## src/rtl/mem_arb_pkg.sv

```systemverilog
// Shared definitions for the memory port arbiter: state encoding and
// the owner-index width helper.
package mem_arb_pkg;

    localparam logic [1:0] ST_IDLE = 2'd0;
    localparam logic [1:0] ST_BUSY = 2'd1;
    localparam logic [1:0] ST_RESP = 2'd2;

    typedef enum logic [1:0] {
        S_IDLE = ST_IDLE,
        S_BUSY = ST_BUSY,
        S_RESP = ST_RESP
    } arb_state_e;

    // Width of a port index; never below one bit so a 1- or 2-port build still has a port.
    function automatic int owner_w(input int n);
        return (n <= 2) ? 1 : $clog2(n);
    endfunction

endpackage

```

## src/rtl/rr_pick.sv

```systemverilog
// Combinational round-robin picker: the first set request bit at or after
// ptr (wrapping modulo NUM_PORTS) wins.
module rr_pick
    import mem_arb_pkg::*;
#(
    parameter int NUM_PORTS = 2,
    parameter int OW        = owner_w(NUM_PORTS)
) (
    input  logic [NUM_PORTS-1:0] req,
    input  logic [OW-1:0]        ptr,
    output logic [OW-1:0]        winner,
    output logic                 valid
);

    logic [NUM_PORTS-1:0][OW-1:0] cand;

    // Candidate index for each search offset, wrapped into 0..NUM_PORTS-1.
    always_comb begin
        for (int k = 0; k < NUM_PORTS; k++) begin
            if (int'(ptr) + k >= NUM_PORTS)
                cand[k] = OW'(int'(ptr) + k - NUM_PORTS);
            else
                cand[k] = OW'(int'(ptr) + k);
        end
    end

    // Scan farthest offset first so the nearest requester overrides it.
    always_comb begin
        winner = '0;
        valid  = 1'b0;
        for (int k = NUM_PORTS - 1; k >= 0; k--) begin
            if (req[cand[k]]) begin
                winner = cand[k];
                valid  = 1'b1;
            end
        end
    end

endmodule

```

## src/rtl/mem_port_arbiter.sv

```systemverilog
// Shares one memory port among NUM_PORTS requesters. A winner's request
// is latched and held downstream until mem_ready, then the read data is
// returned with a one-cycle m_done pulse to that requester.
module mem_port_arbiter
    import mem_arb_pkg::*;
#(
    parameter int NUM_PORTS = 2,
    parameter int ADDR_W    = 32,
    parameter int DATA_W    = 32,
    localparam int OW       = owner_w(NUM_PORTS),
    localparam int BE_W     = DATA_W / 8
) (
    input  logic                        clk,
    input  logic                        rst_n,
    input  logic [NUM_PORTS-1:0]        m_req,
    input  logic [NUM_PORTS*ADDR_W-1:0] m_addr,
    input  logic [NUM_PORTS*DATA_W-1:0] m_wdata,
    input  logic [NUM_PORTS*BE_W-1:0]   m_be,
    input  logic [NUM_PORTS-1:0]        m_we,
    output logic [NUM_PORTS-1:0]        m_done,
    output logic [DATA_W-1:0]           m_rdata,
    output logic                        mem_req,
    output logic [ADDR_W-1:0]           mem_addr,
    output logic [DATA_W-1:0]           mem_wdata,
    output logic [BE_W-1:0]             mem_be,
    output logic                        mem_we,
    input  logic                        mem_ready,
    input  logic [DATA_W-1:0]           mem_rdata,
    output logic [OW-1:0]               owner
);

    arb_state_e state;
    logic [OW-1:0] rr_ptr;
    logic [OW-1:0] win;
    logic [OW-1:0] win_next;
    logic          win_vld;
    logic [NUM_PORTS-1:0] own_oh;

    // Per-port views of the flattened request buses.
    logic [NUM_PORTS-1:0][ADDR_W-1:0] addr_v;
    logic [NUM_PORTS-1:0][DATA_W-1:0] wdata_v;
    logic [NUM_PORTS-1:0][BE_W-1:0]   be_v;

    assign addr_v  = m_addr;
    assign wdata_v = m_wdata;
    assign be_v    = m_be;

    rr_pick #(
        .NUM_PORTS(NUM_PORTS),
        .OW       (OW)
    ) u_pick (
        .req   (m_req),
        .ptr   (rr_ptr),
        .winner(win),
        .valid (win_vld)
    );

    assign win_next = (win == OW'(NUM_PORTS - 1)) ? '0 : win + OW'(1);
    assign own_oh   = {{(NUM_PORTS-1){1'b0}}, 1'b1} << owner;

    // Arbitration FSM with the request latch, response register and rr pointer.
    always_ff @(posedge clk) begin
        if (!rst_n) begin
            state     <= S_IDLE;
            rr_ptr    <= '0;
            owner     <= '0;
            mem_req   <= 1'b0;
            mem_addr  <= '0;
            mem_wdata <= '0;
            mem_be    <= '0;
            mem_we    <= 1'b0;
            m_done    <= '0;
            m_rdata   <= '0;
        end else begin
            m_done <= '0;
            case (state)
                S_IDLE: begin
                    if (win_vld) begin
                        mem_addr  <= addr_v[win];
                        mem_wdata <= wdata_v[win];
                        mem_be    <= be_v[win];
                        mem_we    <= m_we[win];
                        owner     <= win;
                        rr_ptr    <= win_next;
                        mem_req   <= 1'b1;
                        state     <= S_BUSY;
                    end
                end
                S_BUSY: begin
                    // Writes also capture mem_rdata; the requester ignores it.
                    if (mem_ready) begin
                        m_rdata <= mem_rdata;
                        mem_req <= 1'b0;
                        m_done  <= own_oh;
                        state   <= S_RESP;
                    end
                end
                S_RESP: begin
                    state <= S_IDLE;
                end
                default: begin
                    state   <= S_IDLE;
                    mem_req <= 1'b0;
                end
            endcase
        end
    end

endmodule

```

## config.mk

```make
export PLATFORM = sky130hd
export DESIGN_NAME = mem_port_arbiter
export DESIGN_NICKNAME = d
export VERILOG_FILES = /design/src/rtl/mem_arb_pkg.sv /design/src/rtl/rr_pick.sv /design/src/rtl/mem_port_arbiter.sv
export SDC_FILE = /design/constraint.sdc
export NUM_CORES = 1
export LEC_CHECK = 0
export CELL_PAD_IN_SITES_DETAIL_PLACEMENT = 0
export CELL_PAD_IN_SITES_GLOBAL_PLACEMENT = 1
export CORE_AREA = 2 2 134 136
export DETAILED_ROUTE_END_ITERATION = 8
export DIE_AREA = 0 0 136 138
export PLACE_DENSITY = 0.83
export SLEW_MARGIN = 20
export SYNTH_ARGS = -nofsm -noshare
export SYNTH_HDL_FRONTEND = slang
export SYNTH_HIERARCHICAL = 1
export SYNTH_SLANG_ARGS = --single-unit
export TNS_END_PERCENT = 5
```

## constraint.sdc

```tcl
create_clock -name clk -period 2.39 [get_ports clk]
set_clock_uncertainty 0.1 [all_clocks]
set_input_delay 0.3585 -clock clk [delete_from_list [all_inputs] [get_ports clk]]
set_output_delay 0.3585 -clock clk [all_outputs]
set_load 0.02 [all_outputs]
```

# [Yosys cells after proc, flatten, opt, wreduce, memory -nomap -nowiden]
# Cells that the tools add are included.
[totals] reg_bits=108 latchBits=0 ram_bits=0 rom_bits=0 in_bits=175 out_inout_bits=105 elab_cells=56 mem_count=0
[classes] add_sub_neg=4 mul=0 div=0 magnitude_cmp=5 n_eq_ne=4 n_shift=1 muxes=25 n_bitwise=1 n_reduce_logical=6
[ops] op="$mux W32" count=4
[ops] op="$mux W1" count=15
[ops] op="$mux W4" count=2
[ops] op="$lt A1 B2 Y1 const B" count=3
[ops] op="$reduce_and A2 Y1" count=3
[ops] op="$reduce_and A3 Y1" count=2
[ops] op="$mux W2" count=2
[ops] op="$pmux W2 S2" count=1
[ops] op="$pmux W1 S3" count=1
[ops] op="$add A1 B1 Y2 const B" count=1
[ops] op="$eq A2 B1 Y1 const B" count=1
[ops] op="$eq A2 B2 Y1 const B" count=1
[ops] op="$ge A1 B2 Y1 const B" count=1
[ops] op="$ge A2 B2 Y1 const B" count=1
[ops] op="$logic_not A2 Y1" count=1
[ops] op="$ne A2 B1 Y1 const B" count=1
[ops] op="$ne A2 B2 Y1 const B" count=1
[ops] op="$shl A1 B1 Y2 const A" count=1
[ops] op="$sub A1 B1 Y1 const B" count=2
[ops] op="$add A1 B1 Y1 const B" count=1
[ops] op="$not A1 Y1" count=1

# [Longest topological paths before layout]
[depth] ltp_word=9 depth_mapped=6 depth_no_buf=4

# [By module]
# The synthesis kept the hierarchy.
[modules_own_cells] module="mem_port_arbiter" instances=1 cells_per_inst=400 area_per_inst_um2=4225.3 seq_area_each_um2=2162.1
[modules_own_cells] module="rr_pick" instances=1 cells_per_inst=3 area_per_inst_um2=17.5 seq_area_each_um2=0.0

# [Least setup slack after synthesis]
# Ideal clock, no wire load.
[synth_timing] path_kind="input port to flip-flop" startpoint="input m_req[1]" endpoint="register mem_addr[21]" setup_ps=70 arrival_ps=1361 t_required_ps=2220 path_slack_ps=859 cell_stages=6 n_path_buf=2 path_cell_list="or2_1 nor3b_4 nor2_2 buf_2 buf_6 o2bb2ai_1"
[synth_via] elab_chain_len=6 word_cells_on_any_way=11 classes_between="10 x mux; 1 x reduce/logical"
[synth_rtl] item="start: declaration" line_no="mem_port_arbiter.sv:15" text="input logic [NUM_PORTS-1:0] m_req,"
[synth_rtl] item="$mux W1 (not written as such) (2 in series)" line_no="rr_pick.sv:32" text="if (req[cand[k]]) begin"
[synth_rtl] item="$mux W1 (2 in series)" line_no="rr_pick.sv:32"
[synth_rtl] item="$mux W32 (not written as such) (2 in series)" line_no="mem_port_arbiter.sv:79" text="mem_addr <= addr_v[win];"
[synth_rtl] item="end signal: assignment" line_no="mem_port_arbiter.sv:79"
[synth_rtl] item="end: declaration" line_no="mem_port_arbiter.sv:23" text="output logic [ADDR_W-1:0] mem_addr,"
# Several ways; a longest one is shown, not always the timed one. The select of a mux whose other input is x is not followed.
# A chain may end at the register's enable or synchronous reset.

# [Worst setup path in the final report]
[layout_timing] startpoint="input m_req[0]" endpoint="register mem_addr[8]"
[layout_via] word_cells_on_any_way=11 classes_between="10 x mux; 1 x reduce/logical"
[layout_lines] item="$mux W1 (not written as such) (2 in series)" line_no="rr_pick.sv:32"
[layout_lines] item="$mux W1" line_no="rr_pick.sv:32"
[layout_lines] item="$mux W1 (*)" line_no="rr_pick.sv:32"
[layout_lines] item="named net win_vld" line_no="mem_port_arbiter.sv:36" text="logic win_vld;"
[layout_lines] item="$reduce_and A2 Y1 (no line) (*)"
# Mark *: on every way through the listed nets, which the timed path passes. The rest lies on a longest branch. The select of a mux whose other input is x is not followed.

==> flow_summary.toml <==
[grt]
globalRouteTotalUtil_pct = 14.1
grt_pass1_vias = 3984
overflow = 0
grt_max_degree = 67
antenna_found_initial = 0
grt_pass1_wl_um = 21100

[worst_setup_path]
path_delay_family = "simple AND/OR/NAND/NOR gates"
path_class = "in -> reg"
cp.required_ns = 2.56
r2r_end = "mem_wdata[11]"
crit_path_start = "m_req[0]"
cp-start-kind = "input pin"
cpMaxStageDelayCell = "clkdlybuf4s50_1"
worstReg2RegStart = "rr_ptr"
r2r_slack_ns = 0.78
crit_cells = 6
crit_path_end = "mem_addr[8]"
path_cells = "clkdlybuf4s50_1, or2_1, nor3b_4, nor2_4, buf_12, o2bb2ai_1"
reg2regPathDepth = 6
cp.arrival_ns = 2.13
endpoint_kind = "register"
max_stage_delay_ns = 0.47
path_max_fanout = 57
cp_num_buf_inv = 2

[cells_and_area]
drive_above_1_share_pct = 4.90
final_core_util_pct = 43.2
n_fill_cell = 1684
area_delta_synth_final_pct = 78.4
multi_input_area_sq_mm = 0.00189
final_nets = 844
final_common_cell = "clkdlybuf4s50_1"
diodes = 0
final_cell_mix = "278 x clkdlybuf4s50_1, 108 x dfxtp_1, 69 x mux2i_1, 69 x o2bb2ai_1, 34 x o21ai_0"
regArea_sq_mm = 0.00216

[synthesis]
yosysSeqAreaShare_pct = 51.0
ys_ff_latch = 108
postSynthAreaPerCell_sq_um = 10.5
synth_cells = 403
synthesis.area_sq_mm = 0.00424
synth_cell_types = 25
synth_nets = 578
yosys_warnings = 6

[power]
leakage_nw = 2.76
p_seq_share_pct = 43.6
switching_share_pct = 28.3
cellInternalPower_w = 0.00334
clkPwrFrac_pct = 30.6
peakVddDrop_uv = 429
pwr_density_cell_mw_per_mm2 = 615
power_frac_comb_pct = 25.8
power_switching_w = 0.00132

[timing]
fmax_mhz = 510
setup_viol_count_final = 0
slew_violations = 0
setup_tns_ns = 0
grt_setup_unrepaired = "false"
period_minus_slack_ns = 1.96
hold_violations = 0
finalCritPeriodShare_pct = 82.0
tightestPinTransition_ns = 0.620
slew_headroom_pct = 58.7

[drt]
route.final.wire_length_um = 14000
vias = 3990
wl_per_cell_um = 15.5
viasPerCell = 4.42
drtPass1Iterations = 4
drc = 0
detail-route-antenna-nets = 0
drt_iter0_drc = 92

[clock_tree]
cts_root_buf = "clkbuf_16"
cts_max_level = 3
clock_latency_ns = 0.34
post_cts_buffers = 0
cts_buffer_depth = 2
tritoncts = "done"
cts_sinks = 108
cts.clk_slew.worst_paths_ns = 0.07
numCtsBuffers = 9
cts.repair.resized = 0
hold_buffers = 0

[floorplan]
core_area_sq_mm = 0.0175
die_x_um = 136
io_pins = 280
rows = 49
dieHeight_um = 138
dieArea_sq_mm = 0.0188
start_util_pct = 24.2

[min_path]
hp-class = "in -> reg"

[placed_design]
dp_hpwl_um = 10900
gp_congestion = 0.778
port_buffers = 279

[outcome]
status = "completed"

[run]
cap_viol_max_count = 0
## final cells by class
class | instances | area share [%]
tap | 229 | 3.79
clock inverter | 6 | 0.760
clock buffer | 9 | 2.98
inverter | 4 | 0.198
sequential | 108 | 28.6
multi-input combinational | 254 | 24.9
timing repair buffer | 292 | 38.8
## worst register-to-register path, stage by stage, from the launching register on
cell	delay (ns)
dfxtp_1	0.33
inv_1	0.08
a21boi_4	0.21
buf_12	0.18
buf_12	0.25
mux2i_1	0.27
o2bb2ai_1	0.08
## power groups by stage
| stage | logic (W) | clock network (W) | registers [W] |
|---|---|---|---|
| finish | 0.00120 | 0.00143 | 0.00203 |
| global placement | 0.00120 | 0 | 0.00207 |
| floorplan | 0.000343 | 0 | 0.00225 |
| global route | 0.00128 | 0.00159 | 0.00205 |
| CTS | 0.00122 | 0.00149 | 0.00203 |
| detailed placement | 0.00122 | 0 | 0.00207 |
## stage by stage
step	cells	instance area [sq um]	power, W	hold WS [ns]	setup WS (ns)
after floorplan	403	4240	0.00259	0.391	0.859
after global placement	887	7290	0.00327	0.343	0.116
after detailed placement	887	7290	0.00329	0.346	0.0821
after CTS	902	7570	0.00474	0.207	0.442
after global routing	902	7570	0.00491	0.230	0.357
final	902	7570	0.00466	0.227	0.430
## layer usage
metal / track usage (%) / vias up / wire (um)
met5: 0 / - / 0
met4: 4.66 / 0 / 252
met3: 4.77 / 15 / 1420
met1: 15.4 / 1809 / 5340
met2: 25.4 / 160 / 6950
li1: - / 2006 / -
## how the worst min path moves through the flow
stage / from / endpoint / slack (ns) / cells past startpoint
finish: rst_n / m_rdata[3] / 0.23 / 3
CTS: rst_n / m_rdata[3] / 0.21 / 3
floorplan: mem_rdata[1] / m_rdata[1] / 0.39 / 2
global placement: mem_wdata[23] / mem_wdata[23] / 0.34 / 1
global route: rst_n / m_rdata[2] / 0.23 / 3
detailed placement: mem_wdata[18] / mem_wdata[18] / 0.35 / 1
## logic make-up after synthesis
| logic type | count (synthesis) | synth area share [%] |
|---|---|---|
| AND/OR/NAND/NOR | 77 | 8.79 |
| flip-flops | 108 | 51.0 |
| multiplexers | 69 | 16.3 |
| buffers and inverters | 41 | 4.95 |
| AO/OA/AOI/OAI | 108 | 19.0 |
## cell usage after synthesis (all sizes together)
library cell	count	share of area, %
or2	1	0.15
buf	32	4.2
a21oi	1	0.12
mux2i	69	16
nand3b	1	0.18
nor3	1	0.12
nand3	34	4.1
nand2	33	2.9
and2	2	0.29
clkbuf	5	0.44
a32o	1	0.24
nor3b	1	0.44
and2b	1	0.18
inv	4	0.35
o2bb2ai	69	14
o21ai	36	4.2
nor2	2	0.24
a21boi	1	0.18
dfxtp	108	51
nand2b	1	0.15
## registers in the layout, indices dropped and copies added, names as in the netlist
signal and count:
mem_be 4, owner 1, mem_wdata 32, m_rdata 32
state 2, m_done 2, mem_we 1, rr_ptr 1
mem_addr 32, mem_req 1
Note: power is estimated with default switching activity, not from simulation.
